[src/rtl/k423_bpu_pkg.sv]
// Shared types and constants for the k423 branch prediction unit.
// Holds the RAS operation encoding, checkpoint layout and call/ret decode helper.
package k423_bpu_pkg;

    localparam int CORE_XLEN = 32;
    localparam int RAS_DEPTH = 8;
    localparam int RAS_PTR_W = $clog2(RAS_DEPTH);
    localparam int RAS_CNT_W = $clog2(RAS_DEPTH + 1);

    typedef enum logic [1:0] {
        RAS_NONE    = 2'd0,
        RAS_PUSH    = 2'd1,
        RAS_POP     = 2'd2,
        RAS_POPPUSH = 2'd3
    } ras_op_e;

    typedef struct packed {
        logic [RAS_PTR_W-1:0] ptr;
        logic [RAS_CNT_W-1:0] cnt;
        logic [CORE_XLEN-1:0] top;
    } ras_ckpt_t;

    // Mini-decoder flags to stack operation; call+ret is a co-routine swap.
    function automatic ras_op_e ras_decode(input logic call, input logic ret);
        ras_op_e op;
        case ({call, ret})
            2'b10:   op = RAS_PUSH;
            2'b01:   op = RAS_POP;
            2'b11:   op = RAS_POPPUSH;
            default: op = RAS_NONE;
        endcase
        return op;
    endfunction

endpackage

[src/rtl/k423_bpu_ras.sv]
// Return-address stack for the IF-stage branch predictor (circular buffer, saturating count).
// Optional checkpoint restore on misprediction is enabled by defining K423_RAS_RECOVER_EN.
module k423_bpu_ras
    import k423_bpu_pkg::*;
#(
    parameter int DEPTH = RAS_DEPTH,
    parameter int PTR_W = $clog2(DEPTH),
    parameter int CNT_W = $clog2(DEPTH + 1)
) (
    input  logic                 clk_i,
    input  logic                 rst_n_i,
    input  logic                 req_vld_i,
    input  logic [CORE_XLEN-1:0] pc_i,
    input  logic                 dec_call_i,
    input  logic                 dec_ret_i,
    output logic                 pred_vld_o,
    output logic [CORE_XLEN-1:0] pred_addr_o,
    output logic [PTR_W-1:0]     ckpt_ptr_o,
    output logic [CNT_W-1:0]     ckpt_cnt_o,
    input  logic                 rec_vld_i,
    input  logic [PTR_W-1:0]     rec_ptr_i,
    input  logic [CNT_W-1:0]     rec_cnt_i,
    input  logic [CORE_XLEN-1:0] rec_top_i
);

    localparam logic [PTR_W-1:0] PTR_ONE   = PTR_W'(1'b1);
    localparam logic [CNT_W-1:0] CNT_ONE   = CNT_W'(1'b1);
    localparam logic [CNT_W-1:0] CNT_DEPTH = CNT_W'(DEPTH);

    logic [CORE_XLEN-1:0] mem_r [DEPTH];
    logic [PTR_W-1:0]     ptr_r;
    logic [CNT_W-1:0]     cnt_r;

    ras_op_e              op_s;
    logic [CORE_XLEN-1:0] ret_addr_s;
    logic [PTR_W-1:0]     ptr_nxt_s;
    logic [CNT_W-1:0]     cnt_nxt_s;
    logic                 wr_en_s;
    logic [PTR_W-1:0]     wr_idx_s;
    logic [CORE_XLEN-1:0] wr_data_s;

    assign ret_addr_s = pc_i + CORE_XLEN'(32'd4);

    // Decode the fetched instruction; recovery squashes the IF request.
    always_comb begin
        if (req_vld_i && !rec_vld_i) begin
            op_s = ras_decode(dec_call_i, dec_ret_i);
        end else begin
            op_s = RAS_NONE;
        end
    end

`ifdef K423_RAS_RECOVER_EN
    logic [CNT_W-1:0] rec_cnt_clamp_s;

    // Checkpointed occupancy beyond the stack size is meaningless; clamp it.
    always_comb begin
        if (rec_cnt_i > CNT_DEPTH) begin
            rec_cnt_clamp_s = CNT_DEPTH;
        end else begin
            rec_cnt_clamp_s = rec_cnt_i;
        end
    end
`else
    logic rec_unused_s;
    assign rec_unused_s = ^{rec_ptr_i, rec_cnt_i, rec_top_i};
`endif

    // Next pointer/count and the single entry write for this cycle.
    always_comb begin
        ptr_nxt_s = ptr_r;
        cnt_nxt_s = cnt_r;
        wr_en_s   = 1'b0;
        wr_idx_s  = ptr_r;
        wr_data_s = ret_addr_s;
        if (rec_vld_i) begin
`ifdef K423_RAS_RECOVER_EN
            ptr_nxt_s = rec_ptr_i;
            cnt_nxt_s = rec_cnt_clamp_s;
            wr_en_s   = 1'b1;
            wr_idx_s  = rec_ptr_i;
            wr_data_s = rec_top_i;
`else
            ptr_nxt_s = '0;
            cnt_nxt_s = '0;
`endif
        end else begin
            case (op_s)
                RAS_PUSH: begin
                    ptr_nxt_s = ptr_r + PTR_ONE;
                    wr_en_s   = 1'b1;
                    wr_idx_s  = ptr_r + PTR_ONE;
                    if (cnt_r == CNT_DEPTH) begin
                        cnt_nxt_s = cnt_r;
                    end else begin
                        cnt_nxt_s = cnt_r + CNT_ONE;
                    end
                end
                RAS_POP: begin
                    if (cnt_r != '0) begin
                        ptr_nxt_s = ptr_r - PTR_ONE;
                        cnt_nxt_s = cnt_r - CNT_ONE;
                    end else begin
                        ptr_nxt_s = ptr_r;
                        cnt_nxt_s = cnt_r;
                    end
                end
                RAS_POPPUSH: begin
                    wr_en_s  = 1'b1;
                    wr_idx_s = ptr_r;
                    if (cnt_r == '0) begin
                        cnt_nxt_s = CNT_ONE;
                    end else begin
                        cnt_nxt_s = cnt_r;
                    end
                end
                default: begin
                    ptr_nxt_s = ptr_r;
                    cnt_nxt_s = cnt_r;
                end
            endcase
        end
    end

    // Top-of-stack pointer and occupancy.
    always_ff @(posedge clk_i or negedge rst_n_i) begin
        if (!rst_n_i) begin
            ptr_r <= '0;
            cnt_r <= '0;
        end else begin
            ptr_r <= ptr_nxt_s;
            cnt_r <= cnt_nxt_s;
        end
    end

    // Entry array; a full stack silently overwrites its oldest slot.
    always_ff @(posedge clk_i or negedge rst_n_i) begin
        if (!rst_n_i) begin
            for (int i = 0; i < DEPTH; i++) begin
                mem_r[i] <= '0;
            end
        end else if (wr_en_s) begin
            mem_r[wr_idx_s] <= wr_data_s;
        end
    end

    assign pred_addr_o = mem_r[ptr_r];
    assign pred_vld_o  = (cnt_r != '0);

`ifdef K423_RAS_RECOVER_EN
    assign ckpt_ptr_o = ptr_r;
    assign ckpt_cnt_o = cnt_r;
`else
    assign ckpt_ptr_o = '0;
    assign ckpt_cnt_o = '0;
`endif

endmodule

[config.mk]
export PLATFORM = sky130hd
export DESIGN_NAME = k423_bpu_ras
export DESIGN_NICKNAME = d
export VERILOG_FILES = /design/src/rtl/k423_bpu_pkg.sv /design/src/rtl/k423_bpu_ras.sv
export SDC_FILE = /design/constraint.sdc
export NUM_CORES = 1
export LEC_CHECK = 0
export ABC_CLOCK_PERIOD_IN_PS = 6000
export CAP_MARGIN = 20
export CORE_ASPECT_RATIO = 0.5
export CORE_MARGIN = 2
export CORE_UTILIZATION = 50
export DETAILED_ROUTE_END_ITERATION = 10
export PLACE_DENSITY_LB_ADDON = 0.08
export SLEW_MARGIN = 5
export SYNTH_ARGS = -nofsm -noshare
export SYNTH_HDL_FRONTEND = slang
export SYNTH_SLANG_ARGS = --single-unit
[constraint.sdc]
create_clock -name clk_i -period 6 [get_ports clk_i]
set_clock_uncertainty 0.05 [all_clocks]
set_input_delay 0.9 -clock clk_i [delete_from_list [all_inputs] [get_ports clk_i]]
set_output_delay 0.9 -clock clk_i [all_outputs]
set_load 0.02 [all_outputs]
# == Word-level counts from Yosys, hierarchy flattened ==
# Index checks and enable logic that the tools add are counted.
# word_totals
word_cells,60
ff_bits,263
output_inout_bits,40
inputBits,77
# op_classes
n_lt_le_gt_ge,3
n_addsub,5
n_mux,20
reduce_logical,10
n_bitwise,2
eq_ne,10
# ops
op,n
bitwise mux 256 bit,1
binary-select mux 32 bit (select 3 bit),1
demux 32 bit (select 3 bit),1
two-way mux 32 bit,3
adder 32 x 3 -> 32 bit (second input constant),1
two-way mux 4 bit,4
two-way mux 3 bit,4
case mux 4 bit (3 select lines),1
inequality test 3 bit (second input constant),3
equality test 2 bit (second input constant),4
>= comparator 4 bit (second input constant),2
NOT 3 -> 4 bit,2
nonzero test 4 bit,2
case mux 2 bit (3 select lines),1
case mux 3 bit (2 select lines),1
adder 4 x 1 -> 4 bit (second input constant),1
equality test 2 x 1 -> 1 bit (second input constant),2
equality test 4 bit (second input constant),1
zero test 4 bit,1
< comparator 4 x 1 -> 1 bit (second input constant),1
AND reduction 4 bit,1
subtractor 4 x 1 -> 4 bit (second input constant),1
adder 3 x 1 -> 3 bit (second input constant),1
nonzero test 3 bit,1
7 further kinds,9

# == Longest topological paths before layout ==
# Gate-level depths: netlist of run 1.
# logic_depth
depth_word,12
depth_mapped,10

# == Worst setup path before layout of run 1 ==
# Ideal clock, no wire load.
# synth_path
kind,flip-flop to output port
startpoint,register ptr_r[0]
endpoint,output pred_addr_o[10]
required_ns,5.050
t_arrival_ns,2.134
stages_incl_launch_ff,6
setup_slack_ns,2.916
path_cell_list,dfrtp_1 clkbuf_1 buf_1 buf_2 mux4_2 mux2_2
# synth_between
elab_chain_len,4
# synth_lines
item,line_no,text
"start, declared",k423_bpu_ras.sv:31,logic [PTR_W-1:0] ptr_r;
"start signal, assigned",k423_bpu_ras.sv:131,ptr_r <= ptr_nxt_s;
NOT 3 -> 4 bit (not written as such),k423_bpu_ras.sv:147,assign pred_addr_o = mem_r[ptr_r];
binary-select mux 32 bit (select 3 bit),k423_bpu_ras.sv:147,
two-way mux 32 bit (not written as such) (2 in a row),k423_bpu_ras.sv:147,
"end, declared",k423_bpu_ras.sv:17,"output logic [CORE_XLEN-1:0] pred_addr_o,"
# Every way passes these cells. The select of a mux whose other input is x is not followed.

# == Final worst setup path of run 1 ==
# layout_path
startpoint,register ptr_r[0]
endpoint,output pred_addr_o[16]
# The elaborated chain is that of the path after synthesis.

==> flow_metrics.env, run 1 <==
export IMPL_syn_area_per_cell_sq_um=11.2
export IMPL_crit_type="flop to output port"
export IMPL_die_y_um=115
export IMPL_fin_area_sq_mm=0.0140
export IMPL_gp_congestion=0.763
export IMPL_start_kind="flop"
export IMPL_syn2layout_area_growth_pct=14.2
export IMPL_max_vdd_ir_drop_mv=0.259
export IMPL_slew_headroom_pct=33.8
export IMPL_netlist_top_cells_count="dfrtp_1, nand2_1, nor2_1"
export IMPL_grt_ovfl_total=0
export IMPL_hpwl_mm=17.6
export IMPL_post_cts_buffers=0
export IMPL_crit_path_max_fanout=51
export IMPL_antenna_left=0
export IMPL_synth_async_reset_ratio_pct=100
export IMPL_diodes=0
export IMPL_crit_required_ps=5050
export IMPL_tns_ps=0
export IMPL_vias=8254
export IMPL_h_tree_depth=1
export IMPL_drv_cap=0
export IMPL_rsz0062_at_grt="false"
export IMPL_clk_pin_slew_ps=60
export IMPL_drive_gt1_share_pct=17.8
export IMPL_fin_crit_sh_pct=76.1
export IMPL_max_freq_mhz=219
export IMPL_status="complete, no violations"
export IMPL_antenna_found_initial=0
export IMPL_holdBufCountCts=0
export IMPL_numClockSinks=263
export IMPL_grt_pass1_wl_mm=46.6
export IMPL_wl_mm=28.7
export IMPL_ys_types=48
export IMPL_ys_warn_count=0
export IMPL_cts_tree="built"
export IMPL_drcViolationCount=0
export IMPL_worstMarginPinSlew_ps=993
export IMPL_finalCriticalPeriod_ps=4570
export IMPL_cts_resized=0
export IMPL_p_per_area_mw_per_mm2=478
export IMPL_cts_root_buf="clkbuf_16"
export IMPL_die_area_sq_mm=0.0258
export IMPL_fin_hold_ws_ps=310
export IMPL_finalMaxSlewViolations=0
export IMPL_yosysSeqAreaShare_pct=53.8
export IMPL_hold_class="input pin to asynchronous set/reset pin"
export IMPL_synth_area_leaders="dfrtp_1, mux4_2, mux2_2, a21oi_1, o21ai_0"
export IMPL_syn_area_sq_mm=0.0122
export IMPL_syn_inst=1094
export IMPL_synth_edf_count=0
export IMPL_place_port_buffers=70
export IMPL_row_count=40
export IMPL_synth_largest_area_cell="dfrtp_1"
export IMPL_wire_per_inst_um=19.7
export IMPL_die_width_um=225
export IMPL_synth_most_common_cell="dfrtp_1"
export IMPL_cts_made_buffers=25
export IMPL_power_leakage_nw=6.09
export IMPL_setup_viol_count_final=0
export IMPL_synth_ff_type="dfrtp_1"
export IMPL_nets=1208
export IMPL_yosys_area_top_type_share_pct=53.8
export IMPL_clock_latency_ps=530
export IMPL_instances_no_fill=1460
export IMPL_grt_max_degree=96
export IMPL_boundaryPins=117
export IMPL_grt_pass1_vias=8304
export IMPL_endpoint_kind="output port"
export IMPL_arrival_ps=3620
export IMPL_first_pass_iters=5
export IMPL_core_area_sq_mm=0.0240
export IMPL_place_area_sq_mm=0.0131
export IMPL_grt_usage_pct=23.6
export IMPL_clockBufferDepth=3
export IMPL_initial_core_util_pct=50.9
export IMPL_place_inst=1414
export IMPL_hold_viol_final=0
export IMPL_yosys_register_bits=263
export IMPL_drt_iter0_markers=746
export IMPL_power_mw=6.68
export IMPL_via_per_inst=5.65
[routing by layer]
metal	up-vias	track usage [%]	routed length (um)
met5	-	0	0
met4	0	5.08	516
met3	35	3.46	1190
met2	159	38.5	13500
met1	4160	34.2	13600
li1	3900	-	-
[logic make-up (layout without fill, tap and decap cells)]
logic type,Yosys count,count (layout),share of synthesized area (%)
buffers and inverters,96,141,3.29
adders and majority gates,5,5,0.511
and+or+nand+nor,324,324,12.0
muxes,132,132,18.0
DFF,263,263,53.8
other,1,7,0.0306
xor gates and xnor gates,33,33,2.36
AOI/OAI and AO/OA,240,240,10.1
[critical path, cell delays in order (launching register included)]
cell	delay, ps
dfrtp_4	1090
buf_4	540
mux4_2	570
mux2_2	300
clkdlybuf4s50_1	550
[final timing paths]
check	startpoint	to	slack (ps)	depth (start not counted)
max	ptr_r[0]	pred_addr_o[16]	1430	4
min	rst_n_i	mem_r[33]	310	1
max reg2reg	ptr_r[0]	mem_r[255]	2050	8
min reg2reg	mem_r[184]	mem_r[184]	430	2
max in group asynchronous	rst_n_i	ptr_r[0]	4190	2
min in group clk_i	mem_r[184]	mem_r[184]	430	2
[state kept, by name, summed over array words and instances, names as in the netlist]
name and flops:
cnt_r 4, mem_r 256, ptr_r 3
[cell usage in the layout, fill, tap and decap left out, types with 9 or more instances in the layout]
master,synthesis,routed
inv_1,10,10
nand2_1,134,134
mux2_2,61,61
clkdlybuf4s50_1,0,69
o21ai_0,108,108
xnor2_1,24,24
xor2_1,9,9
nor3_1,10,10
buf_4,7,15
dfrtp_1,263,260
mux4_2,64,64
clkbuf_16,0,25
nor2_1,118,118
a21oi_1,109,109
o21ai_1,12,12
nand3_1,17,13
[cell type report]
cell class | instances | area, sq um
Fill cell | 1987 | 10000
Sequential cell | 263 | 6590
Multi-Input combinational cell | 741 | 5300
Timing Repair Buffer | 85 | 818
Clock buffer | 35 | 723
Tap cell | 315 | 394
Clock inverter | 11 | 115
Inverter | 10 | 37.5
[report_power, final]
group	total (mW)	switching, mW	leakage (nW)	internal [mW]
clock	1.63	0.697	0.422	0.932
combinational	2.11	0.956	2.26	1.16
sequential	2.94	0.430	3.40	2.51
total	6.68	2.08	6.09	4.60
[metrics by stage]
stage                     worst slack, ps  utilization, %
final                                1430            58.2
after global routing                 1180            58.2
after CTS                            1320            58.2
after detailed placement             1890            54.7
after global placement               1880            54.7
after floorplan                      2920               -
Note: power is estimated with default switching activity, not from simulation.
==> inputs of run 2 (changes only) <==
ABC_CLOCK_PERIOD_IN_PS = 4100   (was 6000)
clock period = 4.1 ns   (was 6 ns; I/O delays follow)
==> run 2 against run 1 <==
Effect of this change: the run now ends with hold timing left; combinational power up 50%; core utilization up 0.73 points; sequential power up 46%; die area stayed put; non-clock buffer count increased by 9; critical path depth is the same; setup slack worse by 1100 ps; largest cell class unchanged.
==> flow_metrics.env, run 2 (synthesized netlist as in run 1, its figures left out) <==
export IMPL_via_per_inst=5.73
export IMPL_reg_top3="mem_r x256, cnt_r x4, ptr_r x3"
export IMPL_max_freq_mhz=265
export IMPL_antenna_found_initial=0
export IMPL_num_fill_cells=2034
export IMPL_grt_ovfl_total=0
export IMPL_place_port_buffers=70
export IMPL_gp_congestion=0.756
export IMPL_first_pass_iters=5
export IMPL_hpwl_mm=18.2
export IMPL_power_leakage_nw=6.16
export IMPL_holdBufCountCts=0
export IMPL_rrSetupSlack_ps=1020
export IMPL_cp_cell_sequence="buf_4 -> mux4_2 -> mux2_2 -> clkdlybuf4s50_1"
export IMPL_max_vdd_ir_drop_mv=0.372
export IMPL_grt_pass1_vias=8490
export IMPL_status="finished, violations left"
export IMPL_row_count=40
export IMPL_start_kind="flop"
export IMPL_setup_viol_count_final=0
export IMPL_worstMarginPinSlew_ps=774
export IMPL_clockBufferDepth=3
export IMPL_cts_root_buf="clkbuf_16"
export IMPL_cts_tree="built"
export IMPL_drive_gt1_share_pct=18.2
export IMPL_tns_ps=0
export IMPL_drcViolationCount=0
export IMPL_critPathMaxStageDelay_ps=730
export IMPL_final_common_cell="dfrtp_1"
export IMPL_fin_hold_ws_ps=-6.75
export IMPL_cts_resized=0
export IMPL_syn2layout_area_growth_pct=15.6
export IMPL_initial_core_util_pct=50.9
export IMPL_antenna_left=0
export IMPL_cts_made_buffers=24
export IMPL_vias=8400
export IMPL_nets=1216
export IMPL_fin_crit_sh_pct=92.2
export IMPL_hold_viol_final=1
export IMPL_diodes=0
export IMPL_regMostFlops="mem_r"
export IMPL_endpoint_kind="output port"
export IMPL_final_cell_mix="dfrtp_1, nand2_1, nor2_1"
export IMPL_die_area_sq_mm=0.0258
export IMPL_finalMaxSlewViolations=0
export IMPL_grt_usage_pct=23.8
export IMPL_crit_path_max_fanout=24
export IMPL_boundaryPins=117
export IMPL_power_mw=9.88
export IMPL_crit_type="flop to output port"
export IMPL_grt_max_degree=101
export IMPL_drv_cap=0
export IMPL_arrival_ps=3120
export IMPL_die_y_um=115
export IMPL_numClockSinks=263
export IMPL_rsz0062_at_grt="false"
export IMPL_core_area_sq_mm=0.0240
export IMPL_cp_slowest_cell="dfrtp_4"
export IMPL_die_width_um=225
export IMPL_largest_register_ffs=256
export IMPL_h_tree_depth=1
export IMPL_wire_per_inst_um=19.6
export IMPL_finalCriticalPeriod_ps=3780
export IMPL_hold_class="input pin to asynchronous set/reset pin"
export IMPL_post_cts_buffers=0
export IMPL_violations="hold timing"
export IMPL_clock_latency_ps=530
export IMPL_wl_mm=28.8
export IMPL_slew_headroom_pct=48.0
export IMPL_crit_required_ps=3430
export IMPL_clk_pin_slew_ps=70
export IMPL_p_per_area_mw_per_mm2=698
export IMPL_drt_iter0_markers=549
export IMPL_grt_pass1_wl_mm=47.5
-- run 2: cell count changes in the layout (fill, tap and decap cells not counted), sizes merged --
cell and delta:
buf +9, clkinv -5, clkbuf +3, inv -2, bufinv +1
-- run 2: through the flow --
step / worst slack [ps] / std cells / cell area (sq um) / hold slack [ps] / utilization [%]
floorplan: 1300 / 1100 / 12300 / 269 / -
finish: 320 / 1466 / 14200 / -6.75 / 58.9
global route: 177 / 1466 / 14200 / 38.0 / 58.9
detailed placement: 687 / 1423 / 13300 / 415 / 55.3
CTS: 260 / 1466 / 14200 / 33.0 / 58.9
global placement: 724 / 1423 / 13300 / 407 / 55.3
-- run 2: metal layers --
metal,up-vias,track usage [%],wire [um]
li1,3920,-,-
met1,4274,36.1,14200
met2,178,37.3,13000
met3,28,3.44,1240
met4,0,3.89,358
met5,-,0,0
-- run 2: critical path: cells and delay by family, from the launching register on --
| family | cells | cell delay, ps |
|---|---|---|
| mux | 2 | 870 |
| buf+inv | 2 | 980 |
| flops | 1 | 730 |
-- run 2: where the power goes --
part / internal (mW) / switching (mW) / total (mW)
clock network: 1.45 / 0.987 / 2.44
logic: 1.72 / 1.45 / 3.17
registers: 3.68 / 0.597 / 4.28
-- run 2: worst paths after layout --
check | from | endpoint | depth (start not counted)
max in group asynchronous | rst_n_i | mem_r[244] | 2
worst max register to register | ptr_r[0] | mem_r[246] | 8
worst max-delay path | ptr_r[0] | pred_addr_o[21] | 4
worst min-delay path | rst_n_i | mem_r[128] | 1
worst min register to register | mem_r[149] | mem_r[149] | 2
min in group clk_i | mem_r[149] | mem_r[149] | 2
-- run 2: layout make-up --
class                   count  area, sq um  share of cell area [%]
well taps                 315          394                    2.78
multi-input cells         741         5300                    37.5
flip-flops and latches    263         6590                    46.5
repair buffers             94          973                    6.88
clock buffers              38          754                    5.33
inverters                  10         37.5                   0.265
clock inverters             5          104                   0.734
==> inputs of run 3 (changes only) <==
ABC_AREA = 1   (was default)
CORE_ASPECT_RATIO = default   (was 0.5)
CORE_MARGIN = default   (was 2)
==> run 3 against run 2 <==
Effect of this change: the flow now finishes without violations; final area increased by 5.1%; global-route usage increased by 4.7 points; total power decreased by 2.0%; via count increased by 36%; critical endpoint is now pred_addr_o[28]; largest cell class unchanged.
==> flow_metrics.env, run 3 <==
export IMPL_synth_edf_count=0
export IMPL_wire_per_inst_um=17.4
export IMPL_syn_area_sq_mm=0.0130
export IMPL_place_inst=2042
export IMPL_drt_iter0_markers=929
export IMPL_cp_slowest_cell="clkdlybuf4s50_1"
export IMPL_multi_input_area_sq_mm=0.00557
export IMPL_num_fill_cells=2374
export IMPL_instances_no_fill=2095
export IMPL_place_port_buffers=70
export IMPL_regMostFlops="mem_r"
export IMPL_via_per_inst=5.46
export IMPL_cts_resized=0
export IMPL_fin_hold_ws_ps=418
export IMPL_drv_cap=0
export IMPL_grt_ovfl_total=0
export IMPL_rsz0062_at_grt="false"
export IMPL_antenna_found_initial=1
export IMPL_setup_viol_count_final=0
export IMPL_power_leakage_nw=7.32
export IMPL_max_vdd_ir_drop_mv=0.438
export IMPL_grt_pass1_vias=10900
export IMPL_finalCriticalPeriod_ps=3930
export IMPL_tns_ps=0
export IMPL_final_cell_mix="nand2_1, dfrtp_1, o21ai_0"
export IMPL_grt_max_degree=132
export IMPL_clockBufferDepth=3
export IMPL_slew_headroom_pct=33.7
export IMPL_final_common_cell="nand2_1"
export IMPL_critPathMaxStageDelay_ps=680
export IMPL_arrival_ps=3260
export IMPL_path_delay_family="buffers and inverters"
export IMPL_crit_type="flop to output port"
export IMPL_hold_viol_final=0
export IMPL_start_kind="flop"
export IMPL_max_freq_mhz=255
export IMPL_hpwl_mm=21.9
export IMPL_synth_async_reset_ratio_pct=100
export IMPL_fin_area_sq_mm=0.0149
export IMPL_p_per_area_mw_per_mm2=651
export IMPL_cts_root_buf="clkbuf_16"
export IMPL_yosysSeqAreaShare_pct=50.5
export IMPL_reg_top3="mem_r x256, cnt_r x4, ptr_r x3"
export IMPL_clock_latency_ps=530
export IMPL_crit_path_max_fanout=53
export IMPL_vias=11400
export IMPL_syn_area_per_cell_sq_um=7.60
export IMPL_finalMaxSlewViolations=0
export IMPL_cp_cell_sequence="buf_4 -> o21ai_0 -> o22ai_1 -> nor2_1 -> a31oi_1 -> clkdlybuf4s50_1"
export IMPL_wl_mm=36.4
export IMPL_boundaryPins=117
export IMPL_netlist_top_cells_count="nand2_1, dfrtp_1, o21ai_0"
export IMPL_ys_types=39
export IMPL_power_mw=9.68
export IMPL_clk_pin_slew_ps=60
export IMPL_nets=1825
export IMPL_place_area_sq_mm=0.0140
export IMPL_gp_congestion=0.934
export IMPL_grt_pass1_wl_mm=59.3
export IMPL_cts_tree="built"
export IMPL_place_ws_ps=727
export IMPL_status="complete, no violations"
export IMPL_crit_required_ps=3430
export IMPL_antenna_left=0
export IMPL_fin_crit_sh_pct=95.8
export IMPL_first_pass_iters=5
export IMPL_layout_setup_ws_ps=172
export IMPL_largest_register_ffs=256
export IMPL_drcViolationCount=0
export IMPL_drive_gt1_share_pct=5.56
export IMPL_synth_area_leaders="dfrtp_1, nand2_1, o21ai_0, nor2_1, inv_1"
export IMPL_core_area_sq_mm=0.0254
export IMPL_syn_inst=1716
export IMPL_h_tree_depth=1
export IMPL_yosys_area_top_type_share_pct=50.5
export IMPL_initial_core_util_pct=51.3
export IMPL_grt_usage_pct=28.5
export IMPL_die_y_um=164
export IMPL_syn2layout_area_growth_pct=14.1
export IMPL_synth_largest_area_cell="dfrtp_1"
export IMPL_cp_num_buf_inv=2
export IMPL_hold_class="flop to flop"
export IMPL_row_count=58
export IMPL_final_core_util_pct=58.6
export IMPL_worstMarginPinSlew_ps=993
export IMPL_die_width_um=164
export IMPL_synth_most_common_cell="nand2_1"
export IMPL_synth_ff_type="dfrtp_1"
export IMPL_die_area_sq_mm=0.0267
export IMPL_yosys_register_bits=263
export IMPL_cts_made_buffers=28
export IMPL_ys_warn_count=0
export IMPL_layout_area_seq_sq_mm=0.00659
export IMPL_numClockSinks=263
export IMPL_endpoint_kind="output port"
run 3: cell count changes after synthesis, sizes merged, moves of 20 or more:
cell / before / now
nand2: 134 / 587
o21ai: 120 / 281
inv: 10 / 117
mux4: 64 / 0
mux2: 61 / 0
nor2: 118 / 172
a21oi: 109 / 58
a31oi: 2 / 32
buf: 23 / 50
xnor2: 24 / 4
run 3: logic make-up (layout without fill, tap and decap cells):
kind of cell,after synthesis,in the layout,share of synthesized area [%]
buffers and inverters,221,263,7.08
XOR/XNOR,22,22,1.74
AO/OA/AOI/OAI,391,391,15.6
adder cells (fa/ha/maj),5,5,0.480
flip-flops,263,263,50.5
AND/OR/NAND/NOR,813,813,24.6
other,1,8,0.0288
run 3: where the power goes:
part,switching (mW),internal [mW],total [mW]
clock network,1.02,1.46,2.48
registers,0.496,3.66,4.15
logic,1.84,1.20,3.04
run 3: worst paths after layout:
| kind | from | end | slack (ps) | cells after the start |
|---|---|---|---|---|
| setup / recovery | ptr_r[1] | pred_addr_o[28] | 170 | 6 |
| hold reg to reg | mem_r[153] | mem_r[153] | 420 | 2 |
| setup reg to reg | ptr_r[1] | mem_r[148] | 840 | 10 |
| min in group asynchronous | rst_n_i | mem_r[235] | 560 | 2 |
| max in group asynchronous | rst_n_i | mem_r[229] | 2410 | 3 |
| hold / removal | mem_r[153] | mem_r[153] | 420 | 2 |
run 3: area by class of cell:
cell class	count	share of cell area (%)
Sequential cell	263	44.3
Multi-Input combinational cell	1238	37.4
Timing Repair Buffer	95	6.44
Clock buffer	41	5.58
Inverter	117	2.96
Tap cell	330	2.78
Clock inverter	10	0.505
Antenna cell	1	0.0168
run 3: repair_timing:
item                                   4_1_cts  5_1_grt
setup endpoints to repair                    0        0
hold buffers                                 1        0
buffers inserted                             0        0
endpoints found under the hold margin        7        0
run 3: metal layers:
layer / GRT usage, % / vias to the layer above / share of wire (%)
met1: 42.8 / 5446 / 47
met5: 0 / - / 0
met2: 42.7 / 399 / 44
li1: - / 5531 / -
met4: 8.04 / 0 / 2.1
met3: 4.16 / 59 / 7.3
run 3: worst min-delay path: stages (launching register included):
cell     delay, ps
dfrtp_1        340
nand2_1         50
nand2_1         50
